===== src/rtl/secure_reg_requester.sv =====
// Initiator for the thread-gated secure register port: round-robin arbitration
// across requesting threads, local thread-0-only policy, ack timeout, tagged response.
module secure_reg_requester #(
   parameter int DATA_WIDTH  = 32,
   parameter int NUM_THREADS = 4,
   parameter int TID_WIDTH   = 2,
   parameter int TIMEOUT     = 15
) (
   input  logic                              clk,
   input  logic                              rst_n,
   input  logic [NUM_THREADS-1:0]            req,
   input  logic [NUM_THREADS-1:0]            req_we,
   input  logic [NUM_THREADS*DATA_WIDTH-1:0] req_wdata,
   output logic [NUM_THREADS-1:0]            gnt,
   output logic                              rsp_valid,
   output logic [TID_WIDTH-1:0]              rsp_tid,
   output logic [DATA_WIDTH-1:0]             rsp_rdata,
   output logic                              rsp_err,
   output logic                              reg_access_en,
   output logic                              reg_wr_en,
   output logic [TID_WIDTH-1:0]              reg_thread_id,
   output logic [DATA_WIDTH-1:0]             reg_data_in,
   input  logic [DATA_WIDTH-1:0]             reg_data_out,
   input  logic                              reg_ack
);

   typedef enum logic [1:0] {IDLE, ISSUE, WAIT, RESP} state_t;

   state_t               state;
   logic [TID_WIDTH-1:0] rr_ptr;
   logic [TID_WIDTH-1:0] cur_tid;
   logic [7:0]           wait_cnt;
   logic [TID_WIDTH-1:0] win_tid;
   logic                 win_found;

   // Scan from the highest offset down so the first requester at or after rr_ptr wins.
   always_comb begin
      // NOTE: every combinational output gets a default first so no path infers a latch.
      win_found = 1'b0;
      win_tid   = '0;
      gnt       = '0;
      for (int k = NUM_THREADS - 1; k >= 0; k--) begin
         if (req[(int'(rr_ptr) + k) % NUM_THREADS]) begin
            win_found = 1'b1;
            win_tid   = TID_WIDTH'((int'(rr_ptr) + k) % NUM_THREADS);
         end
      end
      if (state == IDLE && win_found && rst_n)
         gnt[win_tid] = 1'b1;
   end

   always_ff @(posedge clk or negedge rst_n) begin
      if (!rst_n) begin
         state         <= IDLE;
         rr_ptr        <= '0;
         cur_tid       <= '0;
         wait_cnt      <= '0;
         rsp_valid     <= 1'b0;
         rsp_tid       <= '0;
         rsp_rdata     <= '0;
         rsp_err       <= 1'b0;
         reg_access_en <= 1'b0;
         reg_wr_en     <= 1'b0;
         reg_thread_id <= '0;
         reg_data_in   <= '0;
      end else begin
         // NOTE: sequential state uses non-blocking assignments so every register
         // samples the pre-edge values regardless of statement order.
         reg_access_en <= 1'b0;
         rsp_valid     <= 1'b0;
         case (state)
            IDLE: begin
               if (win_found) begin
                  cur_tid <= win_tid;
                  rr_ptr  <= (win_tid == TID_WIDTH'(NUM_THREADS - 1)) ? '0
                                                                       : win_tid + TID_WIDTH'(1);
                  if (win_tid == '0) begin
                     reg_access_en <= 1'b1;
                     reg_wr_en     <= req_we[win_tid];
                     reg_thread_id <= win_tid;
                     reg_data_in   <= req_wdata[int'(win_tid)*DATA_WIDTH +: DATA_WIDTH];
                     state         <= ISSUE;
                  end else begin
                     // Policy denial: answered locally, the register never sees it.
                     rsp_valid <= 1'b1;
                     rsp_tid   <= win_tid;
                     rsp_err   <= 1'b1;
                     rsp_rdata <= '0;
                     state     <= RESP;
                  end
               end
            end
            ISSUE: begin
               wait_cnt <= '0;
               state    <= WAIT;
            end
            WAIT: begin
               // An ack in the final timeout cycle still counts as success.
               if (reg_ack) begin
                  rsp_valid <= 1'b1;
                  rsp_tid   <= cur_tid;
                  rsp_err   <= 1'b0;
                  rsp_rdata <= reg_wr_en ? '0 : reg_data_out;
                  state     <= RESP;
               end else if (wait_cnt == 8'(TIMEOUT - 1)) begin
                  rsp_valid <= 1'b1;
                  rsp_tid   <= cur_tid;
                  rsp_err   <= 1'b1;
                  rsp_rdata <= '0;
                  state     <= RESP;
               end else begin
                  wait_cnt <= wait_cnt + 8'd1;
               end
            end
            RESP: state <= IDLE;
            default: state <= IDLE;
         endcase
      end
   end

endmodule

===== config.mk =====
export PLATFORM = sky130hd
export DESIGN_NAME = secure_reg_requester
export DESIGN_NICKNAME = d
export VERILOG_FILES = /design/src/rtl/secure_reg_requester.sv
export SDC_FILE = /design/constraint.sdc
export NUM_CORES = 1
export LEC_CHECK = 0
export ABC_AREA = 1
export CAP_MARGIN = 20
export CORE_UTILIZATION = 33
export DETAILED_ROUTE_END_ITERATION = 8
export GPL_ROUTABILITY_DRIVEN = 0
export PLACE_DENSITY = 0.74
export SETUP_SLACK_MARGIN = 0.15
export SYNTH_ARGS = -nofsm -noshare
export SYNTH_HDL_FRONTEND = slang
export SYNTH_SLANG_ARGS = --single-unit

===== constraint.sdc =====
create_clock -name clk -period 3.2 [get_ports clk]
set_clock_uncertainty 0.05 [all_clocks]
set_input_delay 0.64 -clock clk [delete_from_list [all_inputs] [get_ports clk]]
set_output_delay 0.64 -clock clk [all_outputs]
set_load 0.005 [all_outputs]

==> load_flow_metrics.sql, run 1 <==
INSERT INTO impl_metrics (metric_group, metric, value, unit) VALUES
('yosys', 'synth_seq_cells', '86', ''),
('yosys', 'number_of_instances_in_the_synthesized_netlist', '842', ''),
('yosys', 'synth_area_per_cell', '6.66', 'um2'),
('clock_network', 'cts.clk_slew.worst_paths', '0.06', 'ns'),
('timing', 'rsz_0062_raised_after_global_routing', 'no', ''),
('worst_setup_path', 'regToRegEndpoint', 'rsp_tid[0]$_DFFE_PN0P_', ''),
('worst_setup_path', 'critical_path_required', '2.51', 'ns'),
('floorplanning', 'standard_cell_rows', '47', ''),
('layout', 'post-route-util', '51.6', '%'),
('power_and_ir_drop', 'maximum_vdd_ir_drop', '768', 'uV'),
('worst_setup_path', 'critPathMostFrequentCell', 'sky130_fd_sc_hd__nand2_2', ''),
('power_and_ir_drop', 'p_per_cell_area', '958', 'nW/um2'),
('place', 'post-place-ws', '-0.147', 'ns'),
('worst_setup_path', 'critPathBufInv', '4', ''),
('layout', 'area_delta_synth_final', '52.8', '%'),
('floorplanning', 'floorplan.core_area', '16600', 'um2'),
('timing', 'setup_viol', '0', ''),
('layout', 'final_common_cell', 'sky130_fd_sc_hd__nand2_1', ''),
('worst_setup_path', 'worst-endpoint-arrival', '2.23', 'ns'),
('timing', 'fmax', '343', 'MHz'),
('timing', 'max_slew.worst_pin.slew', '0.724', 'ns'),
('worst_setup_path', 'timing.reg2reg.setup_slack', '0.70', 'ns'),
('clock_network', 'clock_latency', '0.34', 'ns'),
('worst_setup_path', 'crit_path_start', 'req[0]', ''),
('clock_network', 'cts_tree', 'yes', ''),
('worst_setup_path', 'cpMaxStageDelayCell', 'sky130_fd_sc_hd__clkdlybuf4s50_1', ''),
('yosys', 'ys_warn_count', '0', ''),
('timing', 'period_minus_slack', '2.92', 'ns'),
('place', 'placedInstanceArea', '8250', 'um2'),
('layout', 'layout_nets', '1257', ''),
('clock_network', 'clock-sinks', '86', ''),
('worst_setup_path', 'worst_r2r_startpoint', 'rr_ptr[0]$_DFFE_PN0P_', ''),
('global_routing', 'grt_pass1_wl', '27800', 'um'),
('clock_network', 'cts_made_buffers', '9', ''),
('layout', 'num_antenna_cells', '0', ''),
('routing', 'first_iter_violations', '263', ''),
('floorplanning', 'die_height', '132', 'um'),
('outcome', 'outcome', 'complete, no violations', ''),
('floorplanning', 'floorplan.initialDensity', '33.8', '%'),
('timing', 'timing.final.crit_share', '91.2', '%'),
('timing', 'fin_tns_setup', '0', 'ns'),
('layout', 'layout-drive-gt1-share', '8.32', '%'),
('power_and_ir_drop', 'power.static_leakage', '4.56', 'nW'),
('timing', 'slew-limit-headroom', '51.7', '%'),
('clock_network', 'clk_path_buf_depth', '2', ''),
('global_routing', 'grt_usage', '19.9', '%'),
('worst_setup_path', 'worst_setup_path_end_kind', 'output pin', ''),
('worst_setup_path', 'crit_path_max_incr_delay', '0.48', 'ns'),
('worst_setup_path', 'path_cells', 'clkdlybuf4s50_1, nand2_1, nand2_2, nand2_2, nand2_4, nand2_2, nand2_1, nand2_2, nand2_2, buf_4, ha_1, inv_2, nor2_2, clkbuf_2', ''),
('worst_hold_path', 'hp-class', 'in -> async', ''),
('global_routing', 'number_of_global_route_vias_before_repair', '5585', ''),
('clock_network', 'ctsHtreeMaxLevel', '3', ''),
('timing', 'timing.final.max_slew_violations', '0', ''),
('routing', 'vias_per_cell', '4.53', ''),
('routing', 'via_count', '5903', ''),
('routing', 'final_antenna_net_count', '0', ''),
('routing', 'drc', '0', ''),
('worst_setup_path', 'setup.worst_path.start_class', 'input pin', ''),
('clock_network', 'postCtsSetupRepairBufs', '0', ''),
('worst_setup_path', 'reg2regPathDepth', '19', ''),
('global_routing', 'grt_start_max_net_pins', '69', ''),
('floorplanning', 'design.portCount', '247', ''),
('layout', 'layout.cell_area.non_filler', '8560', 'um2'),
('global_routing', 'grt_remaining_overflow', '0', ''),
('timing', 'fin_worst_hold_slack', '0.345', 'ns'),
('place', 'dp_hpwl', '12300', 'um'),
('timing', 'timing.final.ws_setup', '0.280', 'ns'),
('global_routing', 'antenna_violations_before_repair', '0', ''),
('layout', 'n_fill_cell', '1686', ''),
('layout', 'layout.cells.most_common_list', 'sky130_fd_sc_hd__nand2_1, sky130_fd_sc_hd__clkdlybuf4s50_1, sky130_fd_sc_hd__nand3_1, sky130_fd_sc_hd__inv_1, sky130_fd_sc_hd__dfrtp_1', ''),
('worst_setup_path', 'critical-path-top-delay-family', 'buffers and inverters', '');
## worst max path at each step
stage | end | cells past startpoint
global placement | gnt[2] | 15
CTS | gnt[0] | 14
floorplan | rsp_rdata[0]$_DFFE_PN0P_ | 20
detailed placement | gnt[2] | 11
global route | gnt[2] | 15
finish | gnt[3] | 14
## per-stage QoR
stage	instances	power, mW
after floorplan	842	5.23
after global placement	1286	7.09
after detailed placement	1286	7.18
after CTS	1302	8.28
after global routing	1302	8.95
final	1302	8.20
## layout make-up
cell class	instances	area [um2]	area share (%)
clock buffers	11	253	2.95
inverters	161	612	7.15
well taps	220	275	3.21
flip-flops and latches	86	2150	25.1
clock inverters	5	40.0	0.468
multi-input cells	549	2580	30.2
repair buffers	270	2650	30.9
## synth_stat cells (all sizes together)
cell | number | area [um2]
dfrtp | 86 | 2150
a21oi | 3 | 15.0
o21a | 1 | 7.51
clkbuf | 3 | 11.3
nor3 | 2 | 21.3
or2 | 1 | 6.26
nor3b | 1 | 7.51
o21ai | 15 | 75.1
mux2 | 1 | 11.3
a41oi | 1 | 8.76
nand2 | 313 | 1220
o22ai | 4 | 25.0
xor2 | 3 | 26.3
nor2 | 17 | 83.8
ha | 9 | 113
nand4 | 3 | 18.8
nand3 | 171 | 861
buf | 43 | 295
nor4 | 1 | 6.26
inv | 161 | 612
a31oi | 2 | 18.8
xnor2 | 1 | 8.76
## flip-flops by register name, indices dropped and copies added (netlist names)
register       count
reg_thread_id      2
rsp_valid          1
rsp_err            1
rsp_rdata         32
state              2
wait_cnt           8
rsp_tid            2
reg_wr_en          1
cur_tid            2
reg_access_en      1
reg_data_in       32
rr_ptr             2
## logic make-up (layout without fill, tap and decap cells)
logic type                 count (synthesis)  in the layout  synth area share (%)
and+or+nand+nor                          509            509                  39.7
buffers and inverters                    207            447                  16.4
DFF                                       86             86                  38.4
AOI/OAI and AO/OA                         26             26                  2.68
adders and majority gates                  9              9                  2.01
xor gates and xnor gates                   4              4                 0.625
muxes                                      1              1                 0.201
## routing by layer
metal	part of all wire, %	global-route usage [%]	up-vias	wire length [um]
li1	-	-	3030	-
met1	44	25.5	2651	7470
met2	47	32.7	207	7890
met3	8.1	5.34	15	1370
met4	1.3	5.94	0	227
met5	0	0	-	0
## power breakdown
| part | internal (mW) | switching (mW) |
|---|---|---|
| clock | 0.574 | 0.453 |
| combinational | 2.24 | 3.11 |
| sequential | 1.55 | 0.269 |
| total | 4.37 | 3.83 |
## timing repair
action                     CTS  global route
pin swaps                    6             2
setup endpoints to repair    4             4
resized for setup           17            13
Power figures use the tool's default switching activity.
==> inputs of run 2 (changes only) <==
- CORE_MARGIN: default -> 2
- CTS_CLUSTER_DIAMETER: default -> 60
- SKIP_CTS_REPAIR_TIMING: default -> 1
==> run 2 against run 1 <==
Final cell count rose by 0.31%. Fmax decreased by 2.5%. Global-route usage shrank 0.40 points. Worst setup slack got worse by 0.075 ns. Die area is 3.0% higher. Via count down 0.85%. Core utilization up 0.62 points. Sequential cell count unchanged. Worst hold slack worse by 0.28 ns. Register-to-register slack worse by 0.09 ns. Clock power increased by 8%. Clock-buffer cell count unchanged. Highest routed layer unchanged.
==> load_flow_metrics.sql, run 2 (synthesis results as in run 1) <==
INSERT INTO impl_metrics (metric_group, metric, value, unit) VALUES
('place', 'placed_cells', '1285', ''),
('timing', 'timing.final.crit_share', '93.6', '%'),
('power_and_ir_drop', 'maximum_vdd_ir_drop', '875', 'uV'),
('clock_network', 'cts_made_buffers', '9', ''),
('routing', 'route.final.wire_length', '17600', 'um'),
('place', 'place.port_buffers', '246', ''),
('clock_network', 'cts.clk_slew.worst_paths', '0.07', 'ns'),
('layout', 'stdcell_count', '1306', ''),
('timing', 'fmax', '334', 'MHz'),
('global_routing', 'antenna_violations_before_repair', '0', ''),
('floorplanning', 'die_height', '134', 'um'),
('worst_setup_path', 'critical_path_class', 'in -> out', ''),
('layout', 'layout_nets', '1261', ''),
('global_routing', 'grt_remaining_overflow', '0', ''),
('floorplanning', 'die_width', '134', 'um'),
('clock_network', 'clock_latency', '0.34', 'ns'),
('floorplanning', 'design.portCount', '247', ''),
('timing', 'fin_tns_setup', '0', 'ns'),
('routing', 'drt_first_pass_iters', '4', ''),
('timing', 'setup_viol', '0', ''),
('layout', 'layout.cell_area.non_filler', '8660', 'um2'),
('layout', 'layout.cells.most_common_list', 'sky130_fd_sc_hd__nand2_1, sky130_fd_sc_hd__clkdlybuf4s50_1, sky130_fd_sc_hd__nand3_1, sky130_fd_sc_hd__inv_1, sky130_fd_sc_hd__dfrtp_1', ''),
('place', 'placedInstanceArea', '8230', 'um2'),
('outcome', 'outcome', 'complete, no violations', ''),
('worst_hold_path', 'hp-class', 'in -> async', ''),
('clock_network', 'cts_tree', 'yes', ''),
('timing', 'timing.final.ws_setup', '0.205', 'ns'),
('power_and_ir_drop', 'p_per_cell_area', '970', 'nW/um2'),
('global_routing', 'grt_start_max_net_pins', '79', ''),
('layout', 'n_fill_cell', '1612', ''),
('floorplanning', 'floorplan.initialDensity', '33.8', '%'),
('worst_setup_path', 'critical_path_required', '2.51', 'ns'),
('timing', 'max_slew.worst_pin.slew', '0.721', 'ns'),
('routing', 'avgRoutedWirePerCell', '13.5', 'um'),
('layout', 'layout-drive-gt1-share', '8.01', '%'),
('worst_setup_path', 'timing.reg2reg.setup_slack', '0.61', 'ns'),
('layout', 'biggestRegsByFlops', 'reg_data_in: 32 flops, rsp_rdata: 32 flops, wait_cnt: 8 flops', ''),
('place', 'post-place-ws', '-0.190', 'ns'),
('routing', 'drc', '0', ''),
('worst_setup_path', 'worst-endpoint-arrival', '2.30', 'ns'),
('worst_setup_path', 'worst_setup_path_end_kind', 'output pin', ''),
('timing', 'period_minus_slack', '2.99', 'ns'),
('layout', 'num_antenna_cells', '0', ''),
('worst_setup_path', 'regToRegEndpoint', 'rsp_tid[0]$_DFFE_PN0P_', ''),
('worst_setup_path', 'worst_r2r_startpoint', 'rr_ptr[0]$_DFFE_PN0P_', ''),
('clock_network', 'clk_path_buf_depth', '2', ''),
('global_routing', 'grt_pass1_wl', '28000', 'um'),
('routing', 'final_antenna_net_count', '0', ''),
('floorplanning', 'floorplan.core_area', '16600', 'um2'),
('worst_setup_path', 'reg2regPathDepth', '19', ''),
('timing', 'rsz_0062_raised_after_global_routing', 'no', ''),
('clock_network', 'clock-sinks', '86', ''),
('global_routing', 'number_of_global_route_vias_before_repair', '5700', ''),
('worst_setup_path', 'setup.worst_path.start_class', 'input pin', ''),
('global_routing', 'grt_usage', '19.5', '%'),
('worst_setup_path', 'path_max_fanout', '4', ''),
('layout', 'final_common_cell', 'sky130_fd_sc_hd__nand2_1', ''),
('layout', 'area_delta_synth_final', '54.6', '%'),
('clock_network', 'clk_root_buffer_cell', 'sky130_fd_sc_hd__clkbuf_16', ''),
('run', 'max_cap_viol_count', '0', ''),
('clock_network', 'ctsHtreeMaxLevel', '3', ''),
('routing', 'first_iter_violations', '238', ''),
('timing', 'timing.final.max_slew_violations', '0', ''),
('timing', 'hold_viol', '0', ''),
('power_and_ir_drop', 'power.static_leakage', '4.68', 'nW'),
('place', 'dp_hpwl', '12700', 'um'),
('floorplanning', 'dieArea', '18000', 'um2'),
('routing', 'vias_per_cell', '4.48', ''),
('timing', 'slew-limit-headroom', '52.0', '%'),
('floorplanning', 'standard_cell_rows', '47', ''),
('routing', 'via_count', '5853', '');
## run 2: cell types whose count changed in the layout (fill, tap and decap cells not counted), moves of 2 or more
cell / change
sky130_fd_sc_hd__buf_4: +4
sky130_fd_sc_hd__clkbuf_2: -4
sky130_fd_sc_hd__dlygate4sd2_1: -2
sky130_fd_sc_hd__dlymetal6s2s_1: +6
sky130_fd_sc_hd__inv_1: +2
sky130_fd_sc_hd__inv_2: -2
sky130_fd_sc_hd__nor2_1: +2
## run 2: layout make-up
class	count	area (um2)	area share [%]
clock inverter	5	65.1	0.751
inverter	161	612	7.06
multi-input combinational	549	2590	29.8
sequential	86	2150	24.9
timing repair buffer	274	2720	31.4
tap	220	275	3.18
clock buffer	11	253	2.92
## run 2: worst max-delay path: stages
cell                              delay, ns
sky130_fd_sc_hd__clkdlybuf4s50_1       0.48
sky130_fd_sc_hd__nand2_1               0.06
sky130_fd_sc_hd__nand2_2               0.09
sky130_fd_sc_hd__nand2_2               0.07
sky130_fd_sc_hd__buf_4                 0.14
sky130_fd_sc_hd__a31oi_4               0.21
sky130_fd_sc_hd__inv_2                 0.08
sky130_fd_sc_hd__buf_4                 0.14
sky130_fd_sc_hd__ha_1                  0.16
sky130_fd_sc_hd__inv_1                 0.05
sky130_fd_sc_hd__nor2_1                0.03
sky130_fd_sc_hd__dlymetal6s2s_1        0.15
## run 2: how the worst max path moves through the flow
| stage | from | endpoint | slack (ns) | depth (start not counted) |
|---|---|---|---|---|
| floorplan | req[2] | rsp_rdata[0]$_DFFE_PN0P_ | 0.65 | 20 |
| global route | req[0] | gnt[2] | 0.14 | 13 |
| global placement | req[1] | gnt[0] | -0.10 | 15 |
| CTS | req[1] | gnt[0] | -0.20 | 15 |
| finish | req[0] | gnt[2] | 0.21 | 12 |
| detailed placement | req[1] | gnt[0] | -0.19 | 15 |
## run 2: layer usage
metal	global-route usage (%)	wire, um
met5	0	0
met4	4.97	232
met3	6.92	1660
met2	33.8	8200
met1	22.9	7500
## run 2: metrics by stage
step                      power [mW]  util (%)  hold slack, ns
after floorplan                 5.23         -           0.294
final                           8.41      52.2          0.0655
after CTS                       8.37      51.5          0.0558
after global routing            9.22      52.2          0.0561
after global placement          7.15      49.6           0.406
after detailed placement        7.23      49.6           0.413
## run 2: power breakdown
group | internal, mW | leakage (nW) | switching, mW | total (mW)
clock | 0.656 | 0.150 | 0.452 | 1.11
combinational | 2.31 | 3.41 | 3.16 | 5.47
sequential | 1.55 | 1.12 | 0.280 | 1.83
total | 4.52 | 4.68 | 3.89 | 8.41
